`src/rtl/uart_pkg.sv`:
```
// uart_pkg: definitions shared by the UART transmitter and receiver.
//   uart_state_e : frame FSM states
//   DATA_BITS    : payload bits per frame
//   START_BIT    : line level of the start bit
//   STOP_BIT     : line level of the stop bit (also the idle level)
package uart_pkg;

    localparam int   DATA_BITS = 8;
    localparam logic START_BIT = 1'b0;
    localparam logic STOP_BIT  = 1'b1;

    typedef enum logic [2:0] {
        IDLE,
        START,
        DATA,
        PARITY,
        STOP
    } uart_state_e;

endpackage

```
`src/rtl/uart_tx_fifo.sv`:
```
// uart_tx_fifo: byte FIFO feeding the UART transmitter.
//   clk, reset_n : clock, async active-low reset (empties the FIFO)
//   push, push_data : write request/data; ignored while full
//   pop, pop_data   : read request; pop_data shows the head (valid when !empty)
//   full, empty     : registered status flags
module uart_tx_fifo #(
    parameter int DEPTH = 4
) (
    input  logic       clk,
    input  logic       reset_n,
    input  logic       push,
    input  logic [7:0] push_data,
    input  logic       pop,
    output logic [7:0] pop_data,
    output logic       full,
    output logic       empty
);

    localparam int PW = (DEPTH > 1) ? $clog2(DEPTH) : 1;
    localparam int CW = $clog2(DEPTH + 1);

    logic [7:0]    mem [DEPTH];
    logic [PW-1:0] wr_ptr;
    logic [PW-1:0] rd_ptr;
    logic [CW-1:0] count;
    logic [CW-1:0] count_nxt;
    logic          push_ok;
    logic          pop_ok;

    assign push_ok  = push && !full;
    assign pop_ok   = pop && !empty;
    assign pop_data = mem[rd_ptr];

    // Simultaneous push and pop leaves the count unchanged.
    always_comb begin
        count_nxt = count;
        if (push_ok && !pop_ok)
            count_nxt = count + CW'(1);
        else if (!push_ok && pop_ok)
            count_nxt = count - CW'(1);
    end

    // Storage needs no reset; only pointers and flags define the contents.
    always_ff @(posedge clk) begin
        if (push_ok)
            mem[wr_ptr] <= push_data;
    end

    // DEPTH is a power of two, so the pointers wrap naturally.
    always_ff @(posedge clk or negedge reset_n) begin
        if (!reset_n) begin
            wr_ptr <= '0;
            rd_ptr <= '0;
            count  <= '0;
            full   <= 1'b0;
            empty  <= 1'b1;
        end else begin
            if (push_ok) wr_ptr <= wr_ptr + PW'(1);
            if (pop_ok)  rd_ptr <= rd_ptr + PW'(1);
            count <= count_nxt;
            full  <= (count_nxt == CW'(DEPTH));
            empty <= (count_nxt == '0);
        end
    end

endmodule

```
`src/rtl/uart_transmitter.sv`:
```
// uart_transmitter: FIFO-buffered 8N1 (optionally 8E1) UART transmitter.
//   clk, reset_n : clock, async active-low reset (aborts any frame)
//   data_in, valid, ready : byte input; accepted when valid && ready
//   tx   : registered serial line, idle high
//   busy : FSM active or bytes still queued
module uart_transmitter
    import uart_pkg::*;
#(
    parameter int CLKS_PER_BIT = 3,
    parameter int PARITY_EN    = 0,
    parameter int FIFO_DEPTH   = 4
) (
    input  logic       clk,
    input  logic       reset_n,
    input  logic [7:0] data_in,
    input  logic       valid,
    output logic       ready,
    output logic       tx,
    output logic       busy
);

    localparam int CW = $clog2(CLKS_PER_BIT);

    uart_state_e   state;
    logic [CW-1:0] bit_cnt;
    logic [2:0]    bit_idx;
    logic [7:0]    shreg;
    logic          par_q;
    logic          bit_done;
    logic          pop;
    logic [7:0]    fifo_data;
    logic          fifo_full;
    logic          fifo_empty;

    uart_tx_fifo #(.DEPTH(FIFO_DEPTH)) u_fifo (
        .clk       (clk),
        .reset_n   (reset_n),
        .push      (valid),
        .push_data (data_in),
        .pop       (pop),
        .pop_data  (fifo_data),
        .full      (fifo_full),
        .empty     (fifo_empty)
    );

    assign ready    = !fifo_full;
    assign busy     = (state != IDLE) || !fifo_empty;
    assign bit_done = (bit_cnt == CW'(CLKS_PER_BIT - 1));

    // Pop from IDLE, or at the end of a stop bit so frames run back to back.
    assign pop = !fifo_empty && ((state == IDLE) || (state == STOP && bit_done));

    always_ff @(posedge clk or negedge reset_n) begin
        if (!reset_n) begin
            state   <= IDLE;
            bit_cnt <= '0;
            bit_idx <= '0;
            shreg   <= '0;
            par_q   <= 1'b0;
            tx      <= STOP_BIT;
        end else begin
            // Bit timer only runs inside a frame; it is 0 on entry to START.
            if (state != IDLE)
                bit_cnt <= bit_done ? '0 : bit_cnt + CW'(1);

            // Parity is taken from the whole byte at load time because
            // the shift register is consumed during DATA.
            if (pop) begin
                shreg <= fifo_data;
                par_q <= ^fifo_data;
                tx    <= START_BIT;
                state <= START;
            end

            unique case (state)
                IDLE: ;
                START: if (bit_done) begin
                    state   <= DATA;
                    bit_idx <= '0;
                    tx      <= shreg[0];
                end
                DATA: if (bit_done) begin
                    if (bit_idx == 3'(DATA_BITS - 1)) begin
                        if (PARITY_EN != 0) begin
                            state <= PARITY;
                            tx    <= par_q;
                        end else begin
                            state <= STOP;
                            tx    <= STOP_BIT;
                        end
                    end else begin
                        bit_idx <= bit_idx + 3'd1;
                        shreg   <= shreg >> 1;
                        tx      <= shreg[1];
                    end
                end
                PARITY: if (bit_done) begin
                    state <= STOP;
                    tx    <= STOP_BIT;
                end
                STOP: if (bit_done && !pop)
                    state <= IDLE;
                default: begin
                    state <= IDLE;
                    tx    <= STOP_BIT;
                end
            endcase
        end
    end

endmodule

```
`config.mk`:
```
export PLATFORM = sky130hd
export DESIGN_NAME = uart_transmitter
export DESIGN_NICKNAME = d
export VERILOG_FILES = /design/src/rtl/uart_pkg.sv /design/src/rtl/uart_tx_fifo.sv /design/src/rtl/uart_transmitter.sv
export SDC_FILE = /design/constraint.sdc
export NUM_CORES = 1
export LEC_CHECK = 0
export ABC_AREA = 1
export BUFFER_PORTS_ARGS = -buffer_cell sky130_fd_sc_hd__buf_2
export CORE_ASPECT_RATIO = 1.4
export CORE_MARGIN = 10
export CORE_UTILIZATION = 45
export DETAILED_ROUTE_END_ITERATION = 7
export PLACE_DENSITY_LB_ADDON = 0.12
export SLEW_MARGIN = 0
export SYNTH_ARGS = -nofsm -noshare
export SYNTH_HDL_FRONTEND = slang
export SYNTH_HIERARCHICAL = 1
export SYNTH_SLANG_ARGS = --single-unit
```
`constraint.sdc`:
```
create_clock -name clk -period 2.2 [get_ports clk]
set_input_delay 0.22 -clock clk [delete_from_list [all_inputs] [get_ports clk]]
set_output_delay 0.22 -clock clk [all_outputs]
set_load 0.05 [all_outputs]
```
==> results.sh <==
export IMPL_final_setup_worst_slack_ns=0.409
export IMPL_rsz0062_at_grt="false"
export IMPL_netlist_area_mm2=0.00281
export IMPL_cp_top_family="simple AND/OR/NAND/NOR gates"
export IMPL_cts_root_buffer="clkbuf_8"
export IMPL_rows=34
export IMPL_grt_busiest_layer="met2"
export IMPL_pwr_density_cell_mw_per_mm2=1390
export IMPL_critPathSlowestCell="dfrtp_1"
export IMPL_worstPathCellList="nor2_2 > nand2_2 > nor2_1 > inv_2 > nor2_1 > nand2_2 > nand2_1 > nand2_1 > nand2_1 > nand2_2 > nor2_1"
export IMPL_p_leak_nw=1.46
export IMPL_finalHoldViolCount=0
export IMPL_initial_core_util_pct=45.9
export IMPL_fin_crit_sh_pct=81.4
export IMPL_met1_usage_pct=13.9
export IMPL_antenna_found_initial=0
export IMPL_slowest_delay_ns=0.47
export IMPL_setup_tns_ns=0
export IMPL_synthCells=305
export IMPL_htreeDepth=3
export IMPL_syn_nets=324
export IMPL_fin_skew_ns=0.0105
export IMPL_cts_tree="yes"
export IMPL_ctsResizeCount=0
export IMPL_crit_buf_inv=1
export IMPL_worst_pin_slew_ns=0.596
export IMPL_die_height_um=114
export IMPL_comb_power_share_pct=39.2
export IMPL_clockBufferDepth=2
export IMPL_grt_use_met2_pct=18.3
export IMPL_slew_headroom_pct=60.3
export IMPL_portBuffers=13
export IMPL_grt_pass1_wl_um=8920
export IMPL_ant_nets=0
export IMPL_switchingPower_w=0.00178
export IMPL_synth_warnings=6
export IMPL_switching_share_pct=40.4
export IMPL_cp_required_ns=2.46
export IMPL_ys_ff_latch=58
export IMPL_core_area_mm2=0.00613
export IMPL_wl_um=5210
export IMPL_clk_pin_slew_ns=0.07
export IMPL_preCtsSetupSlack_ns=0.397
export IMPL_grt_overflow=0
export IMPL_hold_path_class="primary input to flip-flop"
export IMPL_p_int_w=0.00263
export IMPL_clkPwrFrac_pct=22.3
export IMPL_area_growth_pct=13.4
export IMPL_num_io_pins=14
export IMPL_vias=2001
export IMPL_clock_sinks=58
export IMPL_status="finished clean"
export IMPL_maxSlewViolCount=0
export IMPL_cp_arrival_ns=2.05
export IMPL_viasPerCell=4.90
export IMPL_dp_hpwl_um=3620
export IMPL_cts_made_buffers=9
export IMPL_grt_max_degree=27
export IMPL_drive_gt1_share_pct=17.0
export IMPL_syn_avg_cell_area_um2=9.21
export IMPL_vdd_ir_drop_max_mv=0.898
export IMPL_gp_congestion=0.895
export IMPL_finalSetupViolations=0
export IMPL_final_min_clock_period_ns=1.79
export IMPL_seq_power_share_pct=38.5
export IMPL_worstSkewPairLatency_ns=0.33
export IMPL_drt_iter0_markers=116
export IMPL_n_antenna_cell=0
export IMPL_end_kind="flip-flop"
export IMPL_grt_use_total_pct=11.4
export IMPL_critical_path_max_fanout=7
export IMPL_synth_cell_types=25
export IMPL_die_area_mm2=0.00985
export IMPL_first_pass_iters=5
export IMPL_grt_pass1_vias=1908
export IMPL_yosysSeqAreaShare_pct=57.4
export IMPL_drt_wirelength_per_cell_um=12.8
export IMPL_cp_start_kind="flip-flop"
export IMPL_drv_cap=0
export IMPL_met3_usage_pct=2.71
export IMPL_clock_fmax_ghz=0.558
export IMPL_worstSetupPathType="flip-flop to flip-flop"
export IMPL_die_w_um=86.8
export IMPL_drc=0
export IMPL_num_nets_final=350
==> cell usage in the layout (no fill, tap or decap), types with 9 or more instances in the layout <==
master and instances:
dfrtp_1 24, inv_1 44, buf_2 13, nand2_1 65
clkbuf_8 9, o21ai_0 19, nor2_1 35, edfxtp_1 32
nand3_1 32
==> sequential cells by signal, summed over array words and instances (netlist names) <==
name	cells
bit_cnt	2
shreg	8
u_fifo/full	1
state	3
u_fifo/count	3
bit_idx	3
tx	1
u_fifo/wr_ptr	2
u_fifo/empty	1
u_fifo/mem	32
u_fifo/rd_ptr	2
==> through the flow <==
stage | total power [W] | hold WS [ns] | util [%] | instances | area (µm²)
after detailed placement | 0.00348 | 0.268 | 48.6 | 391 | 2980
after CTS | 0.00447 | 0.0890 | 52.0 | 408 | 3190
after global placement | 0.00346 | 0.271 | 48.6 | 391 | 2980
final | 0.00442 | 0.0971 | 52.0 | 408 | 3190
after floorplan | 0.00305 | -0.0756 | - | 305 | 2810
after global routing | 0.00484 | 0.0944 | 52.0 | 408 | 3190
==> logic make-up (layout without fill, tap and decap cells) <==
| family | Yosys count | in the layout | share of synthesized area (%) |
|---|---|---|---|
| adders and majority gates | 8 | 8 | 3.56 |
| buffers and inverters | 54 | 85 | 7.70 |
| DFF | 58 | 58 | 57.4 |
| and+or+nand+nor | 149 | 149 | 23.9 |
| xor gates and xnor gates | 4 | 4 | 1.25 |
| AOI/OAI and AO/OA | 32 | 32 | 6.14 |
==> final cells by class <==
| type | count | area [µm²] |
|---|---|---|
| fillers | 577 | 2940 |
| flip-flops and latches | 58 | 1610 |
| multi-input cells | 193 | 980 |
| inverters | 50 | 190 |
| clock buffers | 9 | 124 |
| repair buffers | 19 | 113 |
| well taps | 72 | 90.1 |
| clock inverters | 7 | 77.6 |
==> metal layers <==
layer	wire length, µm	vias up
met5	0	-
met4	65	0
met3	177	7
met2	2670	33
met1	2300	927
li1	-	1034
==> power by group through the flow <==
stage / registers (W) / clock network [W] / logic [W]
after floorplan: 0.00168 / 0 / 0.00137
after global placement: 0.00172 / 0 / 0.00173
after detailed placement: 0.00173 / 0 / 0.00175
after CTS: 0.00171 / 0.00100 / 0.00176
after global routing: 0.00175 / 0.00107 / 0.00202
final: 0.00170 / 0.000984 / 0.00173
==> cell usage after synthesis (all sizes together) <==
cell / instances / area (µm²)
nand2: 74 / 305
inv: 50 / 190
nor2: 40 / 183
nand3: 33 / 170
edfxtp: 32 / 961
dfrtp: 24 / 601
o21ai: 20 / 100
ha: 8 / 100
o22ai: 8 / 50.1
buf: 4 / 26.3
xor2: 4 / 35.0
a21oi: 3 / 15.0
dfstp: 2 / 52.6
nand3b: 1 / 7.51
nand4: 1 / 6.26
o211ai: 1 / 7.51
==> worst paths after layout <==
kind | start | endpoint | slack (ns) | depth (start not counted)
max | state[0]$_DFF_PN0_ | u_fifo/empty$_DFF_PN1_ | 0.41 | 11
min | data_in[4] | u_fifo/mem[1][4]$_DFFE_PP_ | 0.1 | 1
max reg2reg | state[0]$_DFF_PN0_ | u_fifo/empty$_DFF_PN1_ | 0.41 | 11
min reg2reg | shreg[6]$_DFF_PN0_ | shreg[5]$_DFF_PN0_ | 0.48 | 2
max in group asynchronous | reset_n | u_fifo/rd_ptr[0]$_DFFE_PN0P_ | 1.38 | 2
min in group asynchronous | reset_n | bit_idx[0]$_DFFE_PN0P_ | 0.42 | 2
==> what timing repair did <==
item                                   4_1_cts  5_1_grt
hold buffers                                 1        0
endpoints found under the hold margin       24        0
buffers inserted                             0        0
No activity file was read; power rests on OpenSTA's default activity.
